[src/rtl/vga_timing_pkg.sv]
// Shared VGA timing constants, derived totals, sync windows and phase encodings.
// Horizontal units are XPos counts (two per pixel); vertical units are lines.
package vga_timing_pkg;

    localparam int H_VISIBLE_D = 1280;
    localparam int H_FRONT_D   = 32;
    localparam int H_SYNC_D    = 192;
    localparam int H_BACK_D    = 96;
    localparam int V_VISIBLE_D = 480;
    localparam int V_FRONT_D   = 10;
    localparam int V_SYNC_D    = 2;
    localparam int V_BACK_D    = 33;
    localparam int PIPE_DLY_D  = 2;

    localparam int H_TOTAL = H_VISIBLE_D + H_FRONT_D + H_SYNC_D + H_BACK_D;
    localparam int V_TOTAL = V_VISIBLE_D + V_FRONT_D + V_SYNC_D + V_BACK_D;

    // Inclusive low windows of the undelayed sync signals
    localparam int HS_FIRST = H_VISIBLE_D + H_FRONT_D;
    localparam int HS_LAST  = HS_FIRST + H_SYNC_D - 1;
    localparam int VS_FIRST = V_VISIBLE_D + V_FRONT_D;
    localparam int VS_LAST  = VS_FIRST + V_SYNC_D - 1;

    typedef enum logic [1:0] {H_ACT, H_FP, H_SYN, H_BP} h_phase_e;
    typedef enum logic [1:0] {V_ACT, V_FP, V_SYN, V_BP} v_phase_e;

endpackage

[src/rtl/vga_sync_delay.sv]
// Enabled shift register that lines {hsync, vsync} up with the pixel pipeline.
// Reset presets every stage to 1 so no stale low sync bit can emerge later.
module vga_sync_delay #(
    parameter int DEPTH = 2
) (
    input  logic       clk,
    input  logic       reset,
    input  logic       enable,
    input  logic [1:0] din,
    output logic [1:0] dout
);

    logic [DEPTH-1:0][1:0] sr;

    always_ff @(posedge clk or posedge reset) begin
        if (reset) begin
            sr <= '1;
        end else if (enable) begin
            sr[0] <= din;
            for (int i = 1; i < DEPTH; i++) sr[i] <= sr[i-1];
        end
    end

    assign dout = sr[DEPTH-1];

endmodule

[src/rtl/vga_timing_ctrl.sv]
// VGA raster counters, horizontal/vertical phase trackers, delayed syncs and
// frame_start / snap_en pulses. The counters are the source of truth.
module vga_timing_ctrl
    import vga_timing_pkg::*;
#(
    parameter int H_VISIBLE = H_VISIBLE_D,
    parameter int H_FRONT   = H_FRONT_D,
    parameter int H_SYNC    = H_SYNC_D,
    parameter int H_BACK    = H_BACK_D,
    parameter int V_VISIBLE = V_VISIBLE_D,
    parameter int V_FRONT   = V_FRONT_D,
    parameter int V_SYNC    = V_SYNC_D,
    parameter int V_BACK    = V_BACK_D,
    parameter int PIPE_DLY  = PIPE_DLY_D
) (
    input  logic        clk,
    input  logic        reset,
    input  logic        enable,
    output logic [10:0] XPos,
    output logic [9:0]  YPos,
    output logic        Valid,
    output logic        hsync,
    output logic        vsync,
    output logic        frame_start,
    output logic        snap_en
);

    localparam logic [10:0] H_ACT_LAST = 11'(H_VISIBLE - 1);
    localparam logic [10:0] H_FP_LAST  = 11'(H_VISIBLE + H_FRONT - 1);
    localparam logic [10:0] H_SYN_LAST = 11'(H_VISIBLE + H_FRONT + H_SYNC - 1);
    localparam logic [10:0] X_LAST     = 11'(H_VISIBLE + H_FRONT + H_SYNC + H_BACK - 1);
    localparam logic [9:0]  V_ACT_LAST = 10'(V_VISIBLE - 1);
    localparam logic [9:0]  V_FP_LAST  = 10'(V_VISIBLE + V_FRONT - 1);
    localparam logic [9:0]  V_SYN_LAST = 10'(V_VISIBLE + V_FRONT + V_SYNC - 1);
    localparam logic [9:0]  Y_LAST     = 10'(V_VISIBLE + V_FRONT + V_SYNC + V_BACK - 1);
    localparam logic [10:0] X_VIS      = 11'(H_VISIBLE);
    localparam logic [9:0]  Y_VIS      = 10'(V_VISIBLE);

    h_phase_e h_state, h_next;
    v_phase_e v_state, v_next;
    logic     line_end, frame_end;
    logic     hs_raw, vs_raw;
    logic     fs_q, snap_q;

    assign line_end  = (XPos == X_LAST);
    assign frame_end = line_end && (YPos == Y_LAST);

    always_ff @(posedge clk or posedge reset) begin
        if (reset) begin
            XPos <= '0;
            YPos <= '0;
        end else if (enable) begin
            XPos <= line_end ? 11'd0 : XPos + 11'd1;
            if (line_end) YPos <= (YPos == Y_LAST) ? 10'd0 : YPos + 10'd1;
        end
    end

    always_ff @(posedge clk or posedge reset) begin
        if (reset) begin
            h_state <= H_ACT;
            v_state <= V_ACT;
        end else begin
            h_state <= h_next;
            v_state <= v_next;
        end
    end

    always_comb begin
        h_next = h_state;
        if (enable) begin
            case (h_state)
                H_ACT:   if (XPos == H_ACT_LAST) h_next = H_FP;
                H_FP:    if (XPos == H_FP_LAST)  h_next = H_SYN;
                H_SYN:   if (XPos == H_SYN_LAST) h_next = H_BP;
                H_BP:    if (XPos == X_LAST)     h_next = H_ACT;
                default: h_next = H_ACT;
            endcase
        end
    end

    always_comb begin
        v_next = v_state;
        if (enable && line_end) begin
            case (v_state)
                V_ACT:   if (YPos == V_ACT_LAST) v_next = V_FP;
                V_FP:    if (YPos == V_FP_LAST)  v_next = V_SYN;
                V_SYN:   if (YPos == V_SYN_LAST) v_next = V_BP;
                V_BP:    if (YPos == Y_LAST)     v_next = V_ACT;
                default: v_next = V_ACT;
            endcase
        end
    end

    // Pulses are registered off the wrap so the post-reset (0,0) never fires
    always_ff @(posedge clk or posedge reset) begin
        if (reset) begin
            fs_q   <= 1'b0;
            snap_q <= 1'b0;
        end else begin
            fs_q   <= enable && frame_end;
            snap_q <= enable && line_end && (YPos == V_ACT_LAST);
        end
    end

    assign frame_start = fs_q && enable;
    assign snap_en     = snap_q && enable;

    assign Valid  = (XPos < X_VIS) && (YPos < Y_VIS);
    assign hs_raw = !((XPos > H_FP_LAST) && (XPos <= H_SYN_LAST));
    assign vs_raw = !((YPos > V_FP_LAST) && (YPos <= V_SYN_LAST));

    vga_sync_delay #(.DEPTH(PIPE_DLY)) u_sync_delay (
        .clk    (clk),
        .reset  (reset),
        .enable (enable),
        .din    ({hs_raw, vs_raw}),
        .dout   ({hsync, vsync})
    );

endmodule

[config.mk]
export PLATFORM = sky130hd
export DESIGN_NAME = vga_timing_ctrl
export DESIGN_NICKNAME = d
export VERILOG_FILES = /design/src/rtl/vga_timing_pkg.sv /design/src/rtl/vga_sync_delay.sv /design/src/rtl/vga_timing_ctrl.sv
export SDC_FILE = /design/constraint.sdc
export NUM_CORES = 1
export LEC_CHECK = 0
export ABC_AREA = 1
export BUFFER_PORTS_ARGS = -buffer_cell sky130_fd_sc_hd__buf_2
export CORE_MARGIN = 2
export CORE_UTILIZATION = 35
export DETAILED_ROUTE_END_ITERATION = 6
export SYNTH_ARGS = -nofsm -noshare
export SYNTH_HDL_FRONTEND = slang
export SYNTH_SLANG_ARGS = --single-unit
[constraint.sdc]
create_clock -name clk -period 2.1 [get_ports clk]
set_input_delay 0.105 -clock clk [delete_from_list [all_inputs] [get_ports clk]]
set_output_delay 0.105 -clock clk [all_outputs]
set_load 0.05 [all_outputs]
==> metrics.txt <==
hold crit path type=in -> reg; Final Power=1.30 mW; Final Hold Slack=0.140 ns; row cnt=24; DRC Markers=0; cell leakage power=0.961 nW; Clock Path Buffers=2; Slew HR=0.705; chip height=71.5 um; commonest non-fill, non-tap cell in the layout=nand2_1; Die Span X=71.5 um; post-synthesis sequential area ratio=0.426; EDFF count, synth=0; Syn Inst Count=213; post-route clock period utilization=0.802; Final Instance Area=1840 sq um; Die ar.=5120 sq um; Yosys reg bits=27; Pre-antenna DRT Iters=4; wire length on met1=1770 um; placed cell areas=1780 sq um; pin count of the biggest net entering global routing=18; clk_skew=0.00610 ns; Final nets=252; critical path launch point type=register; CTS sink cnt=27; setup slack, reg-to-reg=0.42 ns; H-tree depth=1; worst endpoint data arrival time=1.90 ns; Routed WL=3630 um; Final Hold Fails=0; Placeable Area=4380 sq um; top area cells in the synthesized netlist=dfrtp_1 (36%), nand2_1 (12%), inv_1 (7.3%); most frequent cells in the layout=nand2_1 (53), inv_1 (31), nor2_1 (29); DP HPWL=2800 um; Post-Syn Nets=220; status=complete, no violations; post-route core utilization=0.420; final slew viol count=0; WL met2=1670 um; Setup Total Neg Slack=0 ns; Synth Flop Type=dfrtp_1; CP max stage delay=0.41 ns; Port Buffers=28; Clock transition at path regs=0.10 ns; met3 wire len=155 um; RSZ-0062 raised after global routing=no; most frequent cell on the critical path=nor2_4; critical path cell sequence=ha_1 > inv_1 > nor2_4 > nand3_4 > nor2_4 > buf_4 > nand4_1 > o21ai_2; Max FO, Critical Path=12; DRT antenna net count=0; Yosys top cell area share=0.361; # IOs=29; Worst EP required=2.31 ns; Avg Cell Area, Syn=7.50 sq um; Wirelength per Cell=12.3 um; Top Layer Used=met4; Starting Density=0.364; via count=1482; Pwr Density=705 nW/um^2; final-report setup violation count=0; CTS tree=yes; VDD IR max=273 uV; share of layout cells above drive strength 1=0.184; delay-heaviest family, CP=simple AND/OR/NAND/NOR gates; Final GP Congestion=0.836; initial antenna violation count=0; Max Fclk=594 MHz; synth warn=0; CP Buf/Inv Count=2; Post-Syn Area=1600 sq um; post-synth cell types=24; vias in the first global route=1327; largest area contributor in the netlist=dfrtp_1; Crit. End Element=register; actual slew at the worst max-slew pin=0.442 ns; total track usage=0.152; ANT cells=0; Area Overhead vs Synth=15.3%; DR iter-0 viols=66; Clk Latency, worst-skew pair=0.27 ns; Setup CP Type=reg -> reg; Slowest-stage cell, CP=dfrtp_1; Vias/cell=5.01; GRT overflow=0; CTS Buf Count=3; CTS root buffer=clkbuf_8; minimum clock period=1.68 ns; max-cap violations=0; Post CTS Setup Buffer Count=0; Async SR Flop Fraction=1.00; first-pass GRT wire length=6200 um
cell usage after synthesis, drive strengths merged (2+ instances only):
library cell / n
nand3: 19
dfrtp: 23
dfstp: 4
inv: 31
nand4: 13
xnor2: 2
nor4: 2
xor2: 3
buf: 4
nor2: 31
o21ai: 14
a21oi: 2
nand2: 54
ha: 4
nor3: 3
stage by stage:
| stage | worst slack [ns] | cells |
|---|---|---|
| after CTS | 0.396 | 296 |
| after global routing | 0.244 | 296 |
| final | 0.415 | 296 |
| after floorplan | 0.352 | 213 |
| after global placement | 0.461 | 291 |
| after detailed placement | 0.402 | 291 |
worst paths after layout:
kind                                            from              endpoint  cells past startpoint
worst max register to register               XPos[0]               YPos[3]                      8
min in group asynchronous                      reset               YPos[5]                      3
worst max-delay path                         XPos[0]               YPos[3]                      8
max in group asynchronous                      reset               XPos[4]                      4
worst min-delay path                          enable  u_sync_delay.dout[1]                      3
worst min register to register  u_sync_delay.dout[1]  u_sync_delay.dout[1]                      2
per-layer routing:
layer  vias to the layer above  global-route usage
li1                        750                   -
met2                        43               0.235
met3                         5              0.0211
met4                         0              0.0377
met1                       684               0.224
met5                         -                   0
cell type report:
type	instances	area (sq um)
Timing Repair Buffer	31	165
Tap cell	52	65.1
Inverter	31	116
Multi-Input combinational cell	151	767
Clock inverter	1	5.00
Clock buffer	3	41.3
Fill cell	475	2540
Sequential cell	27	681
state kept, by name (all words and copies together) (netlist names):
register	count
u_sync_delay.dout	2
snap_q	1
fs_q	1
XPos	11
u_sync_delay.sr	2
YPos	10
worst reg2reg max path, stage by stage (launching register included):
cell,delay (ns)
dfrtp_1,0.41
ha_1,0.21
inv_1,0.08
nor2_4,0.15
nand3_4,0.10
nor2_4,0.25
buf_4,0.25
nand4_1,0.11
o21ai_2,0.07
repair_timing:
item,4_1_cts,5_1_grt
hold endpoints to repair,6,0
resized for setup,0,0
hold buffers,1,0
report_power, final:
group | total (mW) | leakage (nW) | switching (mW) | internal [mW]
clock network | 0.298 | 0.0255 | 0.165 | 0.133
registers | 0.636 | 0.301 | 0.0669 | 0.569
logic | 0.364 | 0.634 | 0.274 | 0.0898
cell families (layout without fill, tap and decap cells):
group	Yosys count	count (layout)	share of synthesized area
and+or+nand+nor	122	122	0.346
buffers and inverters	35	66	0.0933
DFF	27	27	0.426
AOI/OAI and AO/OA	20	20	0.0752
xor gates and xnor gates	5	5	0.0274
adders and majority gates	4	4	0.0313
(Power assumes the default switching activity.)
